[src/rtl/stream_demux_pkg.sv]
// stream_demux_pkg: shared occupancy encoding and select-range helper
package stream_demux_pkg;
  typedef enum logic [1:0] {FILL_EMPTY, FILL_ONE, FILL_FULL} fill_e;
  function automatic logic sel_legal(input int sel, input int n_oup);
    return sel < n_oup;
  endfunction
endpackage

[src/rtl/stream_demux_buf_skid.sv]
// stream_skid_buf: two-entry registered buffer, ready depends only on fill and flush
module stream_skid_buf
  import stream_demux_pkg::*;
#(
  parameter int WIDTH = 8
) (
  input  logic             clk_i,
  input  logic             rst_ni,
  input  logic             flush_i,
  input  logic             valid_i,
  output logic             ready_o,
  input  logic [WIDTH-1:0] data_i,
  output logic             valid_o,
  input  logic             ready_i,
  output logic [WIDTH-1:0] data_o,
  output logic [1:0]       fill_o
);
  fill_e fill_q, fill_d;
  logic [WIDTH-1:0] head_q, head_d, tail_q, tail_d;
  logic push, pop;
  assign ready_o = (fill_q != FILL_FULL) & ~flush_i;
  assign valid_o = fill_q != FILL_EMPTY;
  assign push = valid_i & ready_o;
  assign pop = valid_o & ready_i;
  assign data_o = head_q;
  assign fill_o = fill_q;
  always_comb begin
    fill_d = fill_q;
    head_d = head_q;
    tail_d = tail_q;
    case (fill_q)
      FILL_EMPTY: if (push) begin head_d = data_i; fill_d = FILL_ONE; end
      FILL_ONE: begin
        if (push & pop) head_d = data_i;
        else if (push) begin tail_d = data_i; fill_d = FILL_FULL; end
        else if (pop) fill_d = FILL_EMPTY;
      end
      FILL_FULL: if (pop) begin head_d = tail_q; fill_d = FILL_ONE; end
      default: fill_d = FILL_EMPTY;
    endcase
    if (flush_i) fill_d = FILL_EMPTY;
  end
  always_ff @(posedge clk_i) fill_q <= !rst_ni ? FILL_EMPTY : fill_d;
  always_ff @(posedge clk_i) begin
    head_q <= head_d;
    tail_q <= tail_d;
  end
endmodule

[src/rtl/stream_demux_buf.sv]
// stream_demux_buf: buffered valid/ready demux with illegal-select drop and flush
module stream_demux_buf
  import stream_demux_pkg::*;
#(
  parameter int N_OUP = 3,
  parameter int DATA_WIDTH = 32,
  parameter int SEL_WIDTH = $clog2(N_OUP)
) (
  input  logic                  clk_i,
  input  logic                  rst_ni,
  input  logic                  flush_i,
  input  logic                  inp_valid_i,
  output logic                  inp_ready_o,
  input  logic [DATA_WIDTH-1:0] inp_data_i,
  input  logic [SEL_WIDTH-1:0]  oup_sel_i,
  output logic [N_OUP-1:0]      oup_valid_o,
  input  logic [N_OUP-1:0]      oup_ready_i,
  output logic [DATA_WIDTH-1:0] oup_data_o,
  output logic                  drop_o,
  output logic [1:0]            fill_o
);
  logic legal, buf_valid, buf_ready, drop_d, drop_q;
  logic [SEL_WIDTH-1:0] head_sel;
  assign legal = sel_legal(int'(oup_sel_i), N_OUP);
  stream_skid_buf #(.WIDTH(SEL_WIDTH + DATA_WIDTH)) u_buf (
    .clk_i   (clk_i),
    .rst_ni  (rst_ni),
    .flush_i (flush_i),
    .valid_i (inp_valid_i & legal),
    .ready_o (inp_ready_o),
    .data_i  ({oup_sel_i, inp_data_i}),
    .valid_o (buf_valid),
    .ready_i (buf_ready),
    .data_o  ({head_sel, oup_data_o}),
    .fill_o  (fill_o)
  );
  assign oup_valid_o = {{(N_OUP-1){1'b0}}, buf_valid} << head_sel;
  assign buf_ready = |(oup_ready_i & oup_valid_o);
  // illegal beats are still handshaken so the producer never stalls on them
  assign drop_d = inp_valid_i & inp_ready_o & ~legal;
  always_ff @(posedge clk_i) drop_q <= rst_ni & drop_d;
  assign drop_o = drop_q;
endmodule

[config.mk]
export PLATFORM = sky130hd
export DESIGN_NAME = stream_demux_buf
export DESIGN_NICKNAME = d
export VERILOG_FILES = /design/src/rtl/stream_demux_pkg.sv /design/src/rtl/stream_demux_buf_skid.sv /design/src/rtl/stream_demux_buf.sv
export SDC_FILE = /design/constraint.sdc
export NUM_CORES = 1
export LEC_CHECK = 0
export BUFFER_PORTS_ARGS = -buffer_cell sky130_fd_sc_hd__buf_2
export CORE_MARGIN = 8
export CORE_UTILIZATION = 50
export CTS_CLUSTER_SIZE = 25
export DETAILED_ROUTE_END_ITERATION = 8
export MAX_ROUTING_LAYER = met4
export PLACE_DENSITY = 0.78
export SLEW_MARGIN = 20
export SYNTH_ARGS = -nofsm -noshare
export SYNTH_HDL_FRONTEND = slang
export SYNTH_SLANG_ARGS = --single-unit
[constraint.sdc]
create_clock -name clk_i -period 3.35 [get_ports clk_i]
set_clock_uncertainty 0.2 [all_clocks]
set_input_delay 0.5025 -clock clk_i [delete_from_list [all_inputs] [get_ports clk_i]]
set_output_delay 0.5025 -clock clk_i [all_outputs]
set_load 0.02 [all_outputs]
Word level (Yosys, flattened, before mapping). Cells that the tools add are included. W data, S select, Z words.

Register bits after elaboration: 71. Word-level logic and storage cells: 45. Output and inout bits: 39.

Shifts and indexed selects: 1. Equality and inequality tests: 8. Muxes and demuxes: 10. Magnitude comparators: 1. Reduce and logical (&&, ||, !) cells: 8. Bitwise gates (word level): 13.

Operator list (count): $mux W34 (3); $pmux W34 S3 (1); $mux W2 (5); $and A1 B1 Y1 (8); $reduce_and A4 Y1 (2); $ne A2 B1 Y1 const B (3); $pmux W2 S3 (1); $ne A2 B2 Y1 const B (2); $not A1 Y1 (4); $and A3 B3 Y3 (1); $ne A3 B1 Y1 const B (1); $reduce_and A3 Y1 (1); $reduce_bool A3 Y1 (1); $reduce_or A3 Y1 (1); $shl A1 B2 Y3 (1); $eq A2 B1 Y1 const B (1); $eq A2 B2 Y1 const B (1); $logic_not A2 Y1 (1); $lt A2 B2 Y1 const B (1); $reduce_bool A2 Y1 (1); $reduce_or A2 Y1 (1).

Depth between registers and ports, before layout. Gate-level depths: netlist (run 1).

Depth in word-level cells: 9. Depth in mapped cells: 5.

Cells and area by module. From an unflattened synthesis (run 1), not the netlist that was laid out.

Cells, all modules: 137. Area, all modules: 2722.6 um2.

By module, submodules not included: stream_skid_buf (instances 1, area an instance 2630.0 um2, cells each 124); stream_demux_buf (instances 1, area an instance 92.6 um2, cells each 13).

Least setup slack after synthesis (run 1). OpenSTA, ideal clock, no wires.

Kind: input-to-reg. From: input port flush_i. To: register u_buf.tail_q[0], enable pin. Required time: 2.725 ns. Arrival time: 2.499 ns. Stages on the path: 4. Setup slack: 0.226 ns. Cells stage by stage: nand2b_1 a211oi_1 nand2_1 nor2_1.

Cells in the longest elaborated chain, start to end: 6.

Ends and longest elaborated chain: start, declared (line stream_demux_buf.sv:11) `input logic flush_i,`; $not A1 Y1 (*) (line stream_demux_buf_skid.sv:21) `assign ready_o = (fill_q != FILL_FULL) & ~flush_i;`; $and A1 B1 Y1 (*) (line stream_demux_buf_skid.sv:21); $and A1 B1 Y1 (*) (line stream_demux_buf_skid.sv:23) `assign push = valid_i & ready_o;`; $and A1 B1 Y1 (line stream_demux_buf_skid.sv:34) `if (push & pop) head_d = data_i;`; $not A1 Y1 (no source line); $reduce_and A3 Y1 (no source line) (*); end signal, assigned (line stream_demux_buf_skid.sv:46) `tail_q <= tail_d;`; end, declared (line stream_demux_buf_skid.sv:19) `logic [WIDTH-1:0] head_q, head_d, tail_q, tail_d;`.

Mark *: on every way between the ends. The rest lies on a longest branch, timed or not. A chain may end at the register's enable or synchronous reset.

Final worst setup path (run 1).
From: input port flush_i. To: register u_buf.tail_q[33], enable pin.

Same word-level chain as after synthesis.

==> results of run 1 <==
[registers in the layout, indices dropped and copies added, names as in the netlist]
signal	flops
drop_o	1
u_buf.data_o	34
u_buf.fill_o	2
u_buf.tail_q	34
[where the power goes]
part | total (W) | internal (W) | switching [W]
Combinational | 0.000129 | 0.0000528 | 0.0000766
Clock | 0.000691 | 0.000406 | 0.000285
Sequential | 0.00101 | 0.00100 | 0.00000785
[synth_stat cells]
cell type  number
or4b_1          1
buf_2           4
nor3b_1         2
nor2b_1         1
mux2_2         34
o21ai_2         1
nand2b_1        2
a21oi_1         2
nand2_1         3
nand3_1         1
edfxtp_1       68
dfxtp_1         3
mux2i_1         1
nor2_1          3
nor3_1          3
a211oi_1        1
nand3b_1        1
a31oi_1         1
a22oi_1         1
[layer usage]
layer | up-vias | wire (um)
li1 | 709 | -
met1 | 708 | 2070
met2 | 59 | 2270
met3 | 7 | 405
met4 | 0 | 86
met5 | - | 0
[kinds of logic (layout without fill, tap and decap cells)]
kind of cell | Yosys count | count (layout) | synth area share [%]
AO/OA/AOI/OAI | 6 | 6 | 1.51
flip-flops | 71 | 71 | 79.4
AND/OR/NAND/NOR | 17 | 17 | 3.54
buffers and inverters | 4 | 98 | 0.756
multiplexers | 35 | 35 | 14.8
[stage by stage]
stage                     total power, W  utilization (%)  std cells  hold WS, ns
final                            0.00183             65.7        297        0.158
after global routing             0.00189             65.7        297        0.144
after CTS                        0.00185             65.7        297        0.143
after detailed placement         0.00116             61.8        282        0.330
after global placement           0.00116             61.8        282        0.328
after floorplan                  0.00110                -        133        0.323
[path summary, 6_finish.rpt]
kind	slack [ns]	start	endpoint
worst min-delay path	0.16	inp_data_i[29]	u_buf.tail_q[29]$_DFFE_PP_
worst max-delay path	1.24	flush_i	u_buf.tail_q[33]$_DFFE_PP_
worst max register to register	1.27	u_buf.data_o[33]$_DFFE_PP_	u_buf.data_o[4]$_DFFE_PP_
worst min register to register	0.35	u_buf.tail_q[0]$_DFFE_PP_	u_buf.data_o[0]$_DFFE_PP_
[final cells by class]
type	count	area (um^2)	share of cell area (%)
sequential	71	2100	62.6
tap	70	87.6	2.61
timing repair buffer	83	425	12.7
multi-input combinational	58	542	16.1
clock buffer	9	124	3.69
clock inverter	6	76.3	2.27
==> flow_metrics.tcl, run 1 <==
set metrics [dict create \
    status "finished, final reports clean" \
    synth_cell_types 19 \
    stdcell_area_um2 3360 \
    ys.warnings.count 0 \
    path_delay_family "simple AND/OR/NAND/NOR gates" \
    cp.required_ns 3.18 \
    cts_hold_buf 0 \
    fmax_mhz 475 \
    hold_depth 1 \
    tightestPinTransition_ns 0.438 \
    start_util_pct 51.9 \
    top_usage_layer "met2" \
    rsz0062_at_grt "no" \
    ctsResizeCount 0 \
    port_buffers 79 \
    firstDrtPassIters 4 \
    grt_use_total_pct 13.1 \
    mostFrequentLayoutCell "buf_2" \
    r2r_cells 5 \
    grt_antenna_before_repair 0 \
    cts_inserted_buffers 9 \
    clockBufferDepth 2 \
    synthCells 133 \
    grt_pass1_wl_mm 7.33 \
    clk_latency_ns 0.32 \
    seq_area_frac_synth_pct 79.4 \
    leakage_nw 1.25 \
    fin_nets 264 \
    yosysTopAreaCell "edfxtp_1" \
    routed_via_density 4.99 \
    max_stage_delay_ns 0.38 \
    grt_pass1_vias 1521 \
    vdd.ir_drop.worst_mv 0.285 \
    routabilityCongestion 0.720 \
    synth.ff_latch_count 71 \
    fin_crit_ns 2.11 \
    setup-violations-final 0 \
    drc 0 \
    grt_use_met3_pct 4.55 \
    cts_root_buf "clkbuf_8" \
    cts_tree "yes" \
    grtUsageMet2_pct 18.6 \
    synth_nets 174 \
    nFillCells 370 \
    overflow 0 \
    avgSynthCellArea_um2 19.9 \
    worst_setup_path_end_kind "register" \
    dp.final_hpwl_mm 3.37 \
    post_synth_main_area_contributors "edfxtp_1, mux2_2, dfxtp_1" \
    drive_above_1_share_pct 58.1 \
    die_area_um2 7880 \
    fin_setup_tns_ns 0 \
    worstSetupPathDepth 6 \
    slowest_stage "a211oi_1" \
    wl_per_cell_um 16.3 \
    place_area_um2 3160 \
    fp.dieH_um 88.8 \
    clkSinkCount 71 \
    post-route-worst-setup-slack_ns 1.24 \
    use_met1_pct 15.8 \
    via_count 1483 \
    coreArea_um2 5110 \
    crit_fanout 14 \
    pre_cts_slack_ns 0.916 \
    final_cell_mix "buf_2, edfxtp_1, mux2_2, clkbuf_8, buf_4" \
    start_kind "input port" \
    drt_iter0_drc 102 \
    syn_to_final_growth_pct 26.7 \
    worst_ep_arrival_time_ns 1.94 \
    ant_nets 0 \
    die_x_um 88.8 \
    rows 26 \
    hp-class "in -> reg" \
    boundaryPins 80 \
    slew_violations 0 \
    post_cts_buffers 0 \
    cellPowerDensity_nw_per_um2 546 \
    crit_chain "buf_2 -> nand2b_1 -> a211oi_1 -> nand2_1 -> nor2_4 -> buf_4" \
    worst-path-buf-inv 2 \
    min_period_over_period_pct 62.9 \
    synthesis.area_um2 2650 \
    crit_type "in -> reg" \
    path_clk_slew_ns 0.07 \
    synth.top_cell.area_share_pct 77.1 \
    grt_max_degree 35 \
    cts_max_level 3 \
    hold_viol_final 0 \
    antennaDiodeCount 0 \
    drt_wl_total_mm 4.83 \
    maxCapViolCount 0 \
    slew_headroom_pct 70.8 \
]
(Power assumes the default switching activity.)
==> inputs of run 2 (changes only) <==
ABC_AREA = 1   (was default)
CORE_UTILIZATION = 46   (was 50)
PLACE_DENSITY = 0.75   (was 0.78)
clock period = 1.8 ns   (was 3.35 ns; I/O delays follow)
==> run 2 against run 1 <==
The run now ends with setup timing left. Global-route usage grew 1.8 points. Die area increased by 11%. Sequential share of layout area shrank 11 points. Synthesized cell count grew 64%. Worst hold slack got worse by 0.13 ns. Largest cell class unchanged.
==> flow_metrics.tcl, run 2 <==
set metrics [dict create \
    timing.critical_path.mode_cell "buf_6" \
    avgSynthCellArea_um2 12.6 \
    vdd.ir_drop.worst_mv 0.477 \
    cts_root_buf "clkbuf_8" \
    drt_wl_total_mm 6.62 \
    syn_to_final_growth_pct 50.0 \
    post-place-cells 374 \
    holdWs_ns 0.0239 \
    die_x_um 93.3 \
    clk_latency_ns 0.33 \
    violations "setup timing" \
    cellPowerDensity_nw_per_um2 885 \
    fmax_mhz 536 \
    coreArea_um2 5850 \
    synth_nets 259 \
    overflow 0 \
    clkSinkCount 71 \
    rows 28 \
    post-route-worst-setup-slack_ns -0.0656 \
    slew_violations 0 \
    synth_edf_count 68 \
    fp.dieH_um 93.3 \
    rsz0062_at_grt "yes" \
    dp.final_hpwl_mm 4.05 \
    seq_area_frac_synth_pct 76.4 \
    tightestPinTransition_ns 0.344 \
    cts_max_level 3 \
    path_clk_slew_ns 0.07 \
    setup-violations-final 42 \
    post-route-util_pct 70.5 \
    synth_common_cells "nand2_1, edfxtp_1, inv_2" \
    worst-path-buf-inv 4 \
    max_stage_delay_ns 0.45 \
    maxCapViolCount 0 \
    final_cell_mix "nand2_1, buf_2, edfxtp_1, dlygate4sd3_1" \
    die_area_um2 8710 \
    async_reset_ff_share_pct 0 \
    drive_above_1_share_pct 38.0 \
    routed_via_density 4.71 \
    drt_iter0_drc 86 \
    synthCells 218 \
    grt_pass1_wl_mm 9.70 \
    start_kind "register" \
    worst_ep_arrival_time_ns 1.72 \
    firstDrtPassIters 4 \
    synth_cell_types 21 \
    slowest_stage "edfxtp_1" \
    boundaryPins 80 \
    cts_tree "yes" \
    drc 0 \
    yosysMostFrequentCell "nand2_1" \
    path_delay_family "buffers and inverters" \
    pre_cts_slack_ns 0.0148 \
    crit_chain "inv_2 -> nor2_2 -> nand3_2 -> nand3_4 -> buf_6 -> nor2_4 -> buf_6 -> clkbuf_16" \
    routabilityCongestion 0.783 \
    cp.required_ns 1.65 \
    yosysTopAreaCell "edfxtp_1" \
    ys.warnings.count 0 \
    leakage_nw 1.76 \
    ant_nets 0 \
    ys.flop_type "edfxtp_1" \
    synthesis.area_um2 2750 \
    crit_type "reg -> reg" \
    port_buffers 79 \
    start_util_pct 47.0 \
    synth.ff_latch_count 71 \
    fin_cells 437 \
    min_period_over_period_pct 104 \
    hold_viol_final 0 \
    crit_fanout 6 \
    grt_max_degree 35 \
    via_count 2058 \
    grt_antenna_before_repair 1 \
    slew_headroom_pct 77.0 \
    worst_setup_path_end_kind "register" \
    wl_per_cell_um 15.2 \
    mostFrequentLayoutCell "nand2_1" \
    fin_nets 398 \
    grt_pass1_vias 2120 \
    cts_inserted_buffers 9 \
    grt_use_total_pct 14.9 \
    post_synth_main_area_contributors "edfxtp_1, nand2_1, dfxtp_1" \
    fin_crit_ns 1.87 \
    synth.top_cell.area_share_pct 74.2 \
    hp-class "in -> reg" \
    clockBufferDepth 2 \
    status "complete, but fails checks" \
]
run 2: layout make-up:
type	count	area (um^2)
Fill cell	408	1720
Antenna cell	1	2.50
Timing Repair Buffer	135	1030
Tap cell	75	93.8
Clock inverter	4	95.1
Clock buffer	11	131
Multi-Input combinational cell	131	626
Inverter	9	38.8
Sequential cell	71	2110
run 2: through the flow:
step / instance area [um^2] / power [W] / TNS [ns]
2_1_floorplan: 2780 / 0.00202 / -2.59
3_3_place_gp: 3320 / 0.00213 / 0
3_5_place_dp: 3320 / 0.00214 / 0
4_1_cts: 3930 / 0.00366 / -0.109
5_1_grt: 4130 / 0.00378 / -7.31
6_report: 4130 / 0.00365 / -1.39
run 2: path summary, 6_finish.rpt:
kind | from | end | slack, ns | depth (start not counted)
worst min-delay path | oup_sel_i[1] | drop_o$_DFF_P_ | 0.02 | 3
worst min register to register | u_buf.tail_q[33]$_DFFE_PP_ | u_buf.data_o[33]$_DFFE_PP_ | 0.31 | 2
worst max register to register | u_buf.data_o[32]$_DFFE_PP_ | u_buf.tail_q[12]$_DFFE_PP_ | -0.07 | 8
worst max-delay path | u_buf.data_o[32]$_DFFE_PP_ | u_buf.tail_q[12]$_DFFE_PP_ | -0.07 | 8
run 2: kinds of logic (layout without fill, tap and decap cells):
family / after synthesis / after routing / share of synthesized area (%)
AO/OA/AOI/OAI: 4 / 4 / 0.955
flip-flops: 71 / 71 / 76.4
buffers and inverters: 16 / 159 / 2.96
other: 0 / 1 / 0
AND/OR/NAND/NOR: 127 / 127 / 19.7
run 2: what timing repair did:
action / CTS / global route
cloned: 0 / 5
resized for setup: 2 / 19
setup endpoints to repair: 16 / 71
hold endpoints to repair: 36 / 0
hold buffers: 37 / 0
buffers inserted: 0 / 5
pin swaps: 0 / 3
run 2: layer usage:
layer	vias up	track usage (%)	part of all wire [%]
met4	0	7.79	2.2
met3	14	4.73	6.8
met1	942	15.9	41
met5	-	-	0
li1	1014	-	-
met2	88	24.1	50
run 2: where the power goes:
group,total [W],internal [W],switching [W]
logic,0.000319,0.000158,0.000161
clock network,0.00146,0.000912,0.000552
registers,0.00187,0.00185,0.0000131
run 2: worst reg2reg max path, delay by kind of cell (launching register included):
kind                   cells  cell delay (ns)
AND/OR/NAND/NOR            4             0.37
buffers and inverters      4             0.58
flip-flops                 1             0.45
